[config.mk]
export PLATFORM = sky130hd
export DESIGN_NAME = lsu_align_flat
export DESIGN_NICKNAME = d
export VERILOG_FILES = /design/src/rtl/lsu_align_if.sv /design/src/rtl/lsu_align.sv /design/src/flat_wrapper.sv
export SDC_FILE = /design/constraint.sdc
export NUM_CORES = 1
export LEC_CHECK = 0
export CAP_MARGIN = 20
export CORE_MARGIN = 2
export CORE_UTILIZATION = 50
export CTS_BUF_LIST = sky130_fd_sc_hd__clkbuf_4 sky130_fd_sc_hd__clkbuf_8 sky130_fd_sc_hd__clkbuf_16
export DETAILED_ROUTE_END_ITERATION = 8
export GPL_ROUTABILITY_DRIVEN = 0
export PLACE_DENSITY = 0.8
export SYNTH_ARGS = -nofsm -noshare
export SYNTH_HDL_FRONTEND = slang
export SYNTH_SLANG_ARGS = --single-unit
export TNS_END_PERCENT = 50
[constraint.sdc]
create_clock -name CLK -period 4.4 [get_ports CLK]
set_input_delay 0.66 -clock CLK [delete_from_list [all_inputs] [get_ports CLK]]
set_output_delay 0.66 -clock CLK [all_outputs]
set_load 0.03 [all_outputs]
[src/rtl/lsu_align_if.sv]
// Request/response handshake and data-memory bus for the load/store alignment unit.
// The slave side is the alignment unit; the master side is the core plus data memory.
interface lsu_align_if;
    logic        req_valid;
    logic        req_ready;
    logic        req_we;
    logic [2:0]  req_funct3;
    logic [31:0] req_addr;
    logic [31:0] req_wdata;
    logic        rsp_valid;
    logic [31:0] rsp_rdata;
    logic        rsp_fault;
    logic        dm_we;
    logic [2:0]  dm_i;
    logic [31:0] dm_a;
    logic [31:0] dm_wd;
    logic [31:0] dm_rd;

    modport slave (
        input  req_valid, req_we, req_funct3, req_addr, req_wdata, dm_rd,
        output req_ready, rsp_valid, rsp_rdata, rsp_fault,
               dm_we, dm_i, dm_a, dm_wd
    );

    modport master (
        output req_valid, req_we, req_funct3, req_addr, req_wdata, dm_rd,
        input  req_ready, rsp_valid, rsp_rdata, rsp_fault,
               dm_we, dm_i, dm_a, dm_wd
    );
endinterface

[src/rtl/lsu_align.sv]
// Load/store alignment unit: passes in-word accesses straight to data memory and
// splits word-crossing accesses into byte operations, reassembling loads little-endian.
module lsu_align #(
    parameter int DEPTH_BYTES      = 256,
    parameter bit ALLOW_MISALIGNED = 1'b1
) (
    input  logic        CLK,
    input  logic        RST,
    lsu_align_if.slave  bus
);

    typedef enum logic [2:0] {
        S_IDLE,
        S_SINGLE,
        S_WAIT,
        S_SPL_ISSUE,
        S_SPL_CAP,
        S_RESP
    } state_t;

    localparam logic [32:0] DEPTH_L = 33'(DEPTH_BYTES);

    state_t      state_q, state_d;
    logic        we_q, we_d;
    logic [2:0]  funct3_q, funct3_d;
    logic [31:0] addr_q, addr_d;
    logic [31:0] wdata_q, wdata_d;
    logic [2:0]  k_q, k_d;
    logic [2:0]  n_q, n_d;
    logic [31:0] asm_q, asm_d;
    logic [31:0] rdata_q, rdata_d;
    logic        fault_q, fault_d;

    logic [2:0]  acc_size;
    logic [32:0] acc_last;
    logic        bad_f3, bad_st, oob, crossing, acc_fault;
    logic [31:0] asm_next, asm_ext;
    logic [7:0]  wbyte;
    logic [31:0] spl_addr;
    logic        dm_we_raw;

    // Accept-time decode of the incoming request
    always_comb begin
        case (bus.req_funct3[1:0])
            2'd0:    acc_size = 3'd1;
            2'd1:    acc_size = 3'd2;
            default: acc_size = 3'd4;
        endcase
        bad_f3    = (bus.req_funct3 == 3'd3) || (bus.req_funct3 == 3'd6) ||
                    (bus.req_funct3 == 3'd7);
        bad_st    = bus.req_we && ((bus.req_funct3 == 3'd4) || (bus.req_funct3 == 3'd5));
        acc_last  = {1'b0, bus.req_addr} + {30'd0, acc_size} - 33'd1;
        oob       = (acc_last >= DEPTH_L);
        crossing  = ((bus.req_funct3[1:0] == 2'd1) && (bus.req_addr[1:0] == 2'd3)) ||
                    ((bus.req_funct3[1:0] == 2'd2) && (bus.req_addr[1:0] != 2'd0));
        acc_fault = bad_f3 || bad_st || oob || (crossing && !ALLOW_MISALIGNED);
    end

    always_comb begin
        asm_next = asm_q;
        wbyte    = wdata_q[7:0];
        for (int i = 0; i < 4; i++) begin
            if (k_q == 3'(i)) begin
                asm_next[8*i +: 8] = bus.dm_rd[7:0];
                wbyte              = wdata_q[8*i +: 8];
            end
        end
        case (funct3_q)
            3'd1:    asm_ext = {{16{asm_next[15]}}, asm_next[15:0]};
            3'd5:    asm_ext = {16'd0, asm_next[15:0]};
            default: asm_ext = asm_next;
        endcase
        spl_addr = addr_q + {29'd0, k_q};
    end

    always_ff @(posedge CLK) begin
        if (RST) begin
            state_q  <= S_IDLE;
            we_q     <= 1'b0;
            funct3_q <= 3'd2;
            addr_q   <= 32'd0;
            wdata_q  <= 32'd0;
            k_q      <= 3'd0;
            n_q      <= 3'd0;
            asm_q    <= 32'd0;
            rdata_q  <= 32'd0;
            fault_q  <= 1'b0;
        end else begin
            state_q  <= state_d;
            we_q     <= we_d;
            funct3_q <= funct3_d;
            addr_q   <= addr_d;
            wdata_q  <= wdata_d;
            k_q      <= k_d;
            n_q      <= n_d;
            asm_q    <= asm_d;
            rdata_q  <= rdata_d;
            fault_q  <= fault_d;
        end
    end

    always_comb begin
        state_d  = state_q;
        we_d     = we_q;
        funct3_d = funct3_q;
        addr_d   = addr_q;
        wdata_d  = wdata_q;
        k_d      = k_q;
        n_d      = n_q;
        asm_d    = asm_q;
        rdata_d  = rdata_q;
        fault_d  = fault_q;
        case (state_q)
            S_IDLE: begin
                if (bus.req_valid) begin
                    we_d     = bus.req_we;
                    funct3_d = bus.req_funct3;
                    addr_d   = bus.req_addr;
                    wdata_d  = bus.req_wdata;
                    k_d      = 3'd0;
                    n_d      = acc_size;
                    asm_d    = 32'd0;
                    rdata_d  = 32'd0;
                    fault_d  = acc_fault;
                    if (acc_fault)     state_d = S_RESP;
                    else if (crossing) state_d = S_SPL_ISSUE;
                    else               state_d = S_SINGLE;
                end
            end
            S_SINGLE: state_d = we_q ? S_RESP : S_WAIT;
            S_WAIT: begin
                rdata_d = bus.dm_rd;
                state_d = S_RESP;
            end
            S_SPL_ISSUE: begin
                if (we_q) begin
                    k_d = k_q + 3'd1;
                    if (k_q == n_q - 3'd1) state_d = S_RESP;
                end else begin
                    state_d = S_SPL_CAP;
                end
            end
            S_SPL_CAP: begin
                asm_d = asm_next;
                k_d   = k_q + 3'd1;
                if (k_q == n_q - 3'd1) begin
                    rdata_d = asm_ext;
                    state_d = S_RESP;
                end else begin
                    state_d = S_SPL_ISSUE;
                end
            end
            S_RESP:  state_d = S_IDLE;
            default: state_d = S_IDLE;
        endcase
    end

    // Idle-state bus values double as the reset values of the dm_* outputs
    always_comb begin
        bus.req_ready = 1'b0;
        bus.rsp_valid = 1'b0;
        dm_we_raw     = 1'b0;
        bus.dm_i      = 3'd2;
        bus.dm_a      = 32'd0;
        bus.dm_wd     = 32'd0;
        case (state_q)
            S_IDLE: bus.req_ready = 1'b1;
            S_SINGLE: begin
                bus.dm_a  = addr_q;
                bus.dm_i  = funct3_q;
                bus.dm_wd = wdata_q;
                dm_we_raw = we_q;
            end
            S_WAIT: begin
                bus.dm_a = addr_q;
                bus.dm_i = funct3_q;
            end
            S_SPL_ISSUE: begin
                bus.dm_a = spl_addr;
                if (we_q) begin
                    bus.dm_i  = 3'd0;
                    bus.dm_wd = {24'd0, wbyte};
                    dm_we_raw = 1'b1;
                end else begin
                    bus.dm_i  = 3'd4;
                end
            end
            S_SPL_CAP: begin
                bus.dm_a = spl_addr;
                bus.dm_i = 3'd4;
            end
            S_RESP:  bus.rsp_valid = 1'b1;
            default: bus.rsp_valid = 1'b0;
        endcase
    end

    // A write must never commit on a reset edge, even mid-split
    assign bus.dm_we     = dm_we_raw & ~RST;
    assign bus.rsp_rdata = rdata_q;
    assign bus.rsp_fault = fault_q & (state_q == S_RESP);

endmodule

[src/flat_wrapper.sv]
// flat-port wrapper written by rule: the top's interface ports become plain ports
module lsu_align_flat 
#(
    parameter int DEPTH_BYTES      = 256,
    parameter bit ALLOW_MISALIGNED = 1'b1
)
  (CLK, RST, bus_req_valid, bus_req_we, bus_req_funct3, bus_req_addr, bus_req_wdata, bus_dm_rd, bus_req_ready, bus_rsp_valid, bus_rsp_rdata, bus_rsp_fault, bus_dm_we, bus_dm_i, bus_dm_a, bus_dm_wd);
  lsu_align_if bus_i ();
  input  logic CLK;
  input  logic RST;
  input wire logic [$bits(bus_i.req_valid)-1:0] bus_req_valid;
  input wire logic [$bits(bus_i.req_we)-1:0] bus_req_we;
  input wire logic [$bits(bus_i.req_funct3)-1:0] bus_req_funct3;
  input wire logic [$bits(bus_i.req_addr)-1:0] bus_req_addr;
  input wire logic [$bits(bus_i.req_wdata)-1:0] bus_req_wdata;
  input wire logic [$bits(bus_i.dm_rd)-1:0] bus_dm_rd;
  output wire logic [$bits(bus_i.req_ready)-1:0] bus_req_ready;
  output wire logic [$bits(bus_i.rsp_valid)-1:0] bus_rsp_valid;
  output wire logic [$bits(bus_i.rsp_rdata)-1:0] bus_rsp_rdata;
  output wire logic [$bits(bus_i.rsp_fault)-1:0] bus_rsp_fault;
  output wire logic [$bits(bus_i.dm_we)-1:0] bus_dm_we;
  output wire logic [$bits(bus_i.dm_i)-1:0] bus_dm_i;
  output wire logic [$bits(bus_i.dm_a)-1:0] bus_dm_a;
  output wire logic [$bits(bus_i.dm_wd)-1:0] bus_dm_wd;
  assign bus_i.req_valid = bus_req_valid;
  assign bus_i.req_we = bus_req_we;
  assign bus_i.req_funct3 = bus_req_funct3;
  assign bus_i.req_addr = bus_req_addr;
  assign bus_i.req_wdata = bus_req_wdata;
  assign bus_i.dm_rd = bus_dm_rd;
  assign bus_req_ready = bus_i.req_ready;
  assign bus_rsp_valid = bus_i.rsp_valid;
  assign bus_rsp_rdata = bus_i.rsp_rdata;
  assign bus_rsp_fault = bus_i.rsp_fault;
  assign bus_dm_we = bus_i.dm_we;
  assign bus_dm_i = bus_i.dm_i;
  assign bus_dm_a = bus_i.dm_a;
  assign bus_dm_wd = bus_i.dm_wd;
  lsu_align #(.DEPTH_BYTES(DEPTH_BYTES), .ALLOW_MISALIGNED(ALLOW_MISALIGNED)) u_core (.CLK(CLK), .RST(RST), .bus(bus_i));
endmodule
==> flow_summary.ini <==
[setup_path]
end_kind = output pin
criticalPathCategory = reg -> out
crit_path_start_kind = register
crit_required_ns = 3.74
critical_path_arrival_ns = 3.47
path_max_fanout = 7

[cells_and_area]
final_core_util_pct = 66.1
syn_to_final_growth_pct = 29.2
diodes = 0
final_net_count = 1594
drive_gt1_share_pct = 7.61
fillers = 1596
multiInputGateArea_sq_um = 5870
final_area_sq_um = 11900
regArea_sq_um = 2840

[power]
p_per_area_nw_per_um2 = 494
vdd_drop_max_mv = 0.399
p_seq_share_pct = 30.3
p_int_uw = 3310
total_leakage_power_uw = 0.00459
p_sw_share_pct = 43.8
pwr-share-comb_pct = 45.4
p_clk_share_pct = 24.3
power_switching_uw = 2580

[global_routing]
antenna_found_initial = 0
grt-ovfl-total = 0
grt_max_degree = 84
grt_pass1_wl_um = 46000
grt_usage_pct = 28.9
grt_pass1_vias = 8873

[clock_tree]
clock-sinks = 142
clkTransAtPathRegs_ns = 0.06
worstSkewPairLatency_ns = 0.44
clock-root-buffer = clkbuf_16
cts_tree = yes
cts_max_path_buffers = 2
numCtsBuffers = 17
cts_setup_buffers = 0
htreeDepth = 4

[route]
drt_wl_total_um = 29300
wl_per_cell_um = 17.4
drt_iter0_markers = 839
firstDrtPassIters = 5
antenna_left = 0
vias = 9873
drc_errors = 0
via_per_inst = 5.85

[logic_synthesis]
synth_edf_count = 0
synth_top_area_share_pct = 30.8
synthTopCellsByArea = dfxtp_1 (31%), nand2_1 (9.7%), a21oi_1 (9.0%)
yosys.area.top_type = dfxtp_1
yosysWarningCount = 0
ys_ff_latch = 142
synth_fp_nets = 1434
avgSynthCellArea_sq_um = 7.17
synthTopCellsByCount = nand2_1 (239), a21oi_1 (165), dfxtp_1 (142)
synth_cells = 1286
async_flop_share_pct = 0
ys_seq_area_share_pct = 30.8
synth_area_sq_um = 9220
ys.flop_type = dfxtp_1
yosysMostFrequentCell = nand2_1
yosysUniqueCellTypes = 66

[worst_hold_path]
hold_class = reg -> reg

[timing]
tns_ns = 0
finalMaxSlewViolations = 0
finalCritPeriodShare_pct = 93.9
final_hold_viol_count = 0
fin_skew_ns = 0.00918
tightest_slew_ns = 0.933
max_freq_mhz = 242
layout_min_cycle_time_ns = 4.13
rsz0062_at_grt = false
max_slew_margin_pct = 37.7
setup_violations = 0

[die]
dieArea_sq_um = 19500
rows = 49
coreArea_sq_um = 18000
initial_core_util_pct = 51.2
ioPinCount = 206
die_w_um = 140
die_h_um = 140

[place]
port_buffers = 205
place_hpwl_um = 21100
place_area_sq_um = 11300

[flow_run]
cap_violations = 0

[status]
status = finished clean
-- cell type report --
type                       count  share of cell area, %
multi-input combinational   1009                   49.3
tap                          229                   2.40
sequential                   142                   23.9
clock buffer                  17                   3.57
timing repair buffer         224                   18.0
clock inverter                15                   1.26
inverter                      52                   1.64
-- metal layers --
metal / vias up / track usage, % / wire [um]
met4: 0 / 13.2 / 1190
met5: - / 0 / 0
met3: 76 / 4.78 / 1930
met1: 4559 / 37.3 / 12200
met2: 422 / 47.3 / 14000
li1: 4816 / - / -
-- sequential cells by signal, indices dropped and copies added, names as in the netlist --
signal	count
u_core.n_q	3
u_core.wdata_q	32
u_core.bus.rsp_rdata	32
u_core.state_q	3
u_core.addr_q	32
u_core.we_q	1
u_core.k_q	3
u_core.funct3_q	3
u_core.asm_q	32
u_core.fault_q	1
-- layout by cell type (no fill, tap or decap), drive strengths merged, types with 5 or more instances in the layout --
master         count
buf               53
and3              20
o21ai             68
a31oi             15
ha                43
xnor2             10
nand4              8
dfxtp            142
nor4               5
or2                5
a211oi            45
clkdlybuf4s50    171
mux2i             25
a21o              17
a211o              5
inv               59
nand3             27
xor2              17
o211ai            12
nor3              11
a22oi             32
clkinv             5
a21oi            166
clkbuf            17
nor2             134
and2              31
nor2b             10
nand2b             9
nand2            239
-- path summary, 6_finish.rpt --
kind / slack, ns / end / from / cells after the start
hold reg to reg: 0.46 / u_core.asm_q[15] / u_core.asm_q[15] / 2
setup / recovery: 0.27 / bus_dm_a[31] / u_core.k_q[1] / 14
setup reg to reg: 1.37 / u_core.bus.rsp_rdata[17] / u_core.k_q[1] / 13
hold / removal: 0.46 / u_core.asm_q[15] / u_core.asm_q[15] / 2
-- cell families (layout without fill, tap and decap cells) --
kind of cell / count (synthesis) / in the layout / share of synthesized area [%]
buffers and inverters: 135 / 308 / 5.83
AOI/OAI and AO/OA: 397 / 397 / 26.8
adders and majority gates: 45 / 45 / 6.27
and+or+nand+nor: 512 / 512 / 24.5
muxes: 28 / 28 / 3.12
DFF: 142 / 142 / 30.8
xor gates and xnor gates: 27 / 27 / 2.56
-- critical path, stage by stage, from the launching register on --
cell,delay (ns)
dfxtp_1,0.35
buf_4,0.18
ha_1,0.27
a21o_1,0.12
a21oi_1,0.09
nor3_1,0.22
buf_4,0.20
and4_1,0.27
and3_1,0.22
nand3_1,0.17
nor2_1,0.21
nand3_1,0.13
xor2_1,0.15
o21ai_0,0.29
buf_12,0.17
-- power groups by stage --
| stage | clock [uW] | sequential (uW) | combinational (uW) |
|---|---|---|---|
| 2_1_floorplan | 0 | 1920 | 1600 |
| 3_3_place_gp | 0 | 1790 | 2610 |
| 3_5_place_dp | 0 | 1800 | 2640 |
| 4_1_cts | 1430 | 1780 | 2660 |
| 5_1_grt | 1500 | 1820 | 2890 |
| 6_report | 1430 | 1780 | 2680 |
-- what timing repair did --
item,CTS,global route
endpoints found under the setup margin,0,2
resized for setup,0,2
hold buffers,0,0
-- stage by stage --
stage          hold slack (ns)  setup slack [ns]  std cells  total power (uW)
3_5_place_dp             0.453           -0.0630       1656              4450
3_3_place_gp             0.442            0.0249       1656              4400
2_1_floorplan            0.434             0.709       1286              3520
5_1_grt                  0.479          0.000707       1688              6210
6_report                 0.458             0.269       1688              5890
4_1_cts                  0.462             0.114       1688              5870
(Power assumes the default switching activity.)
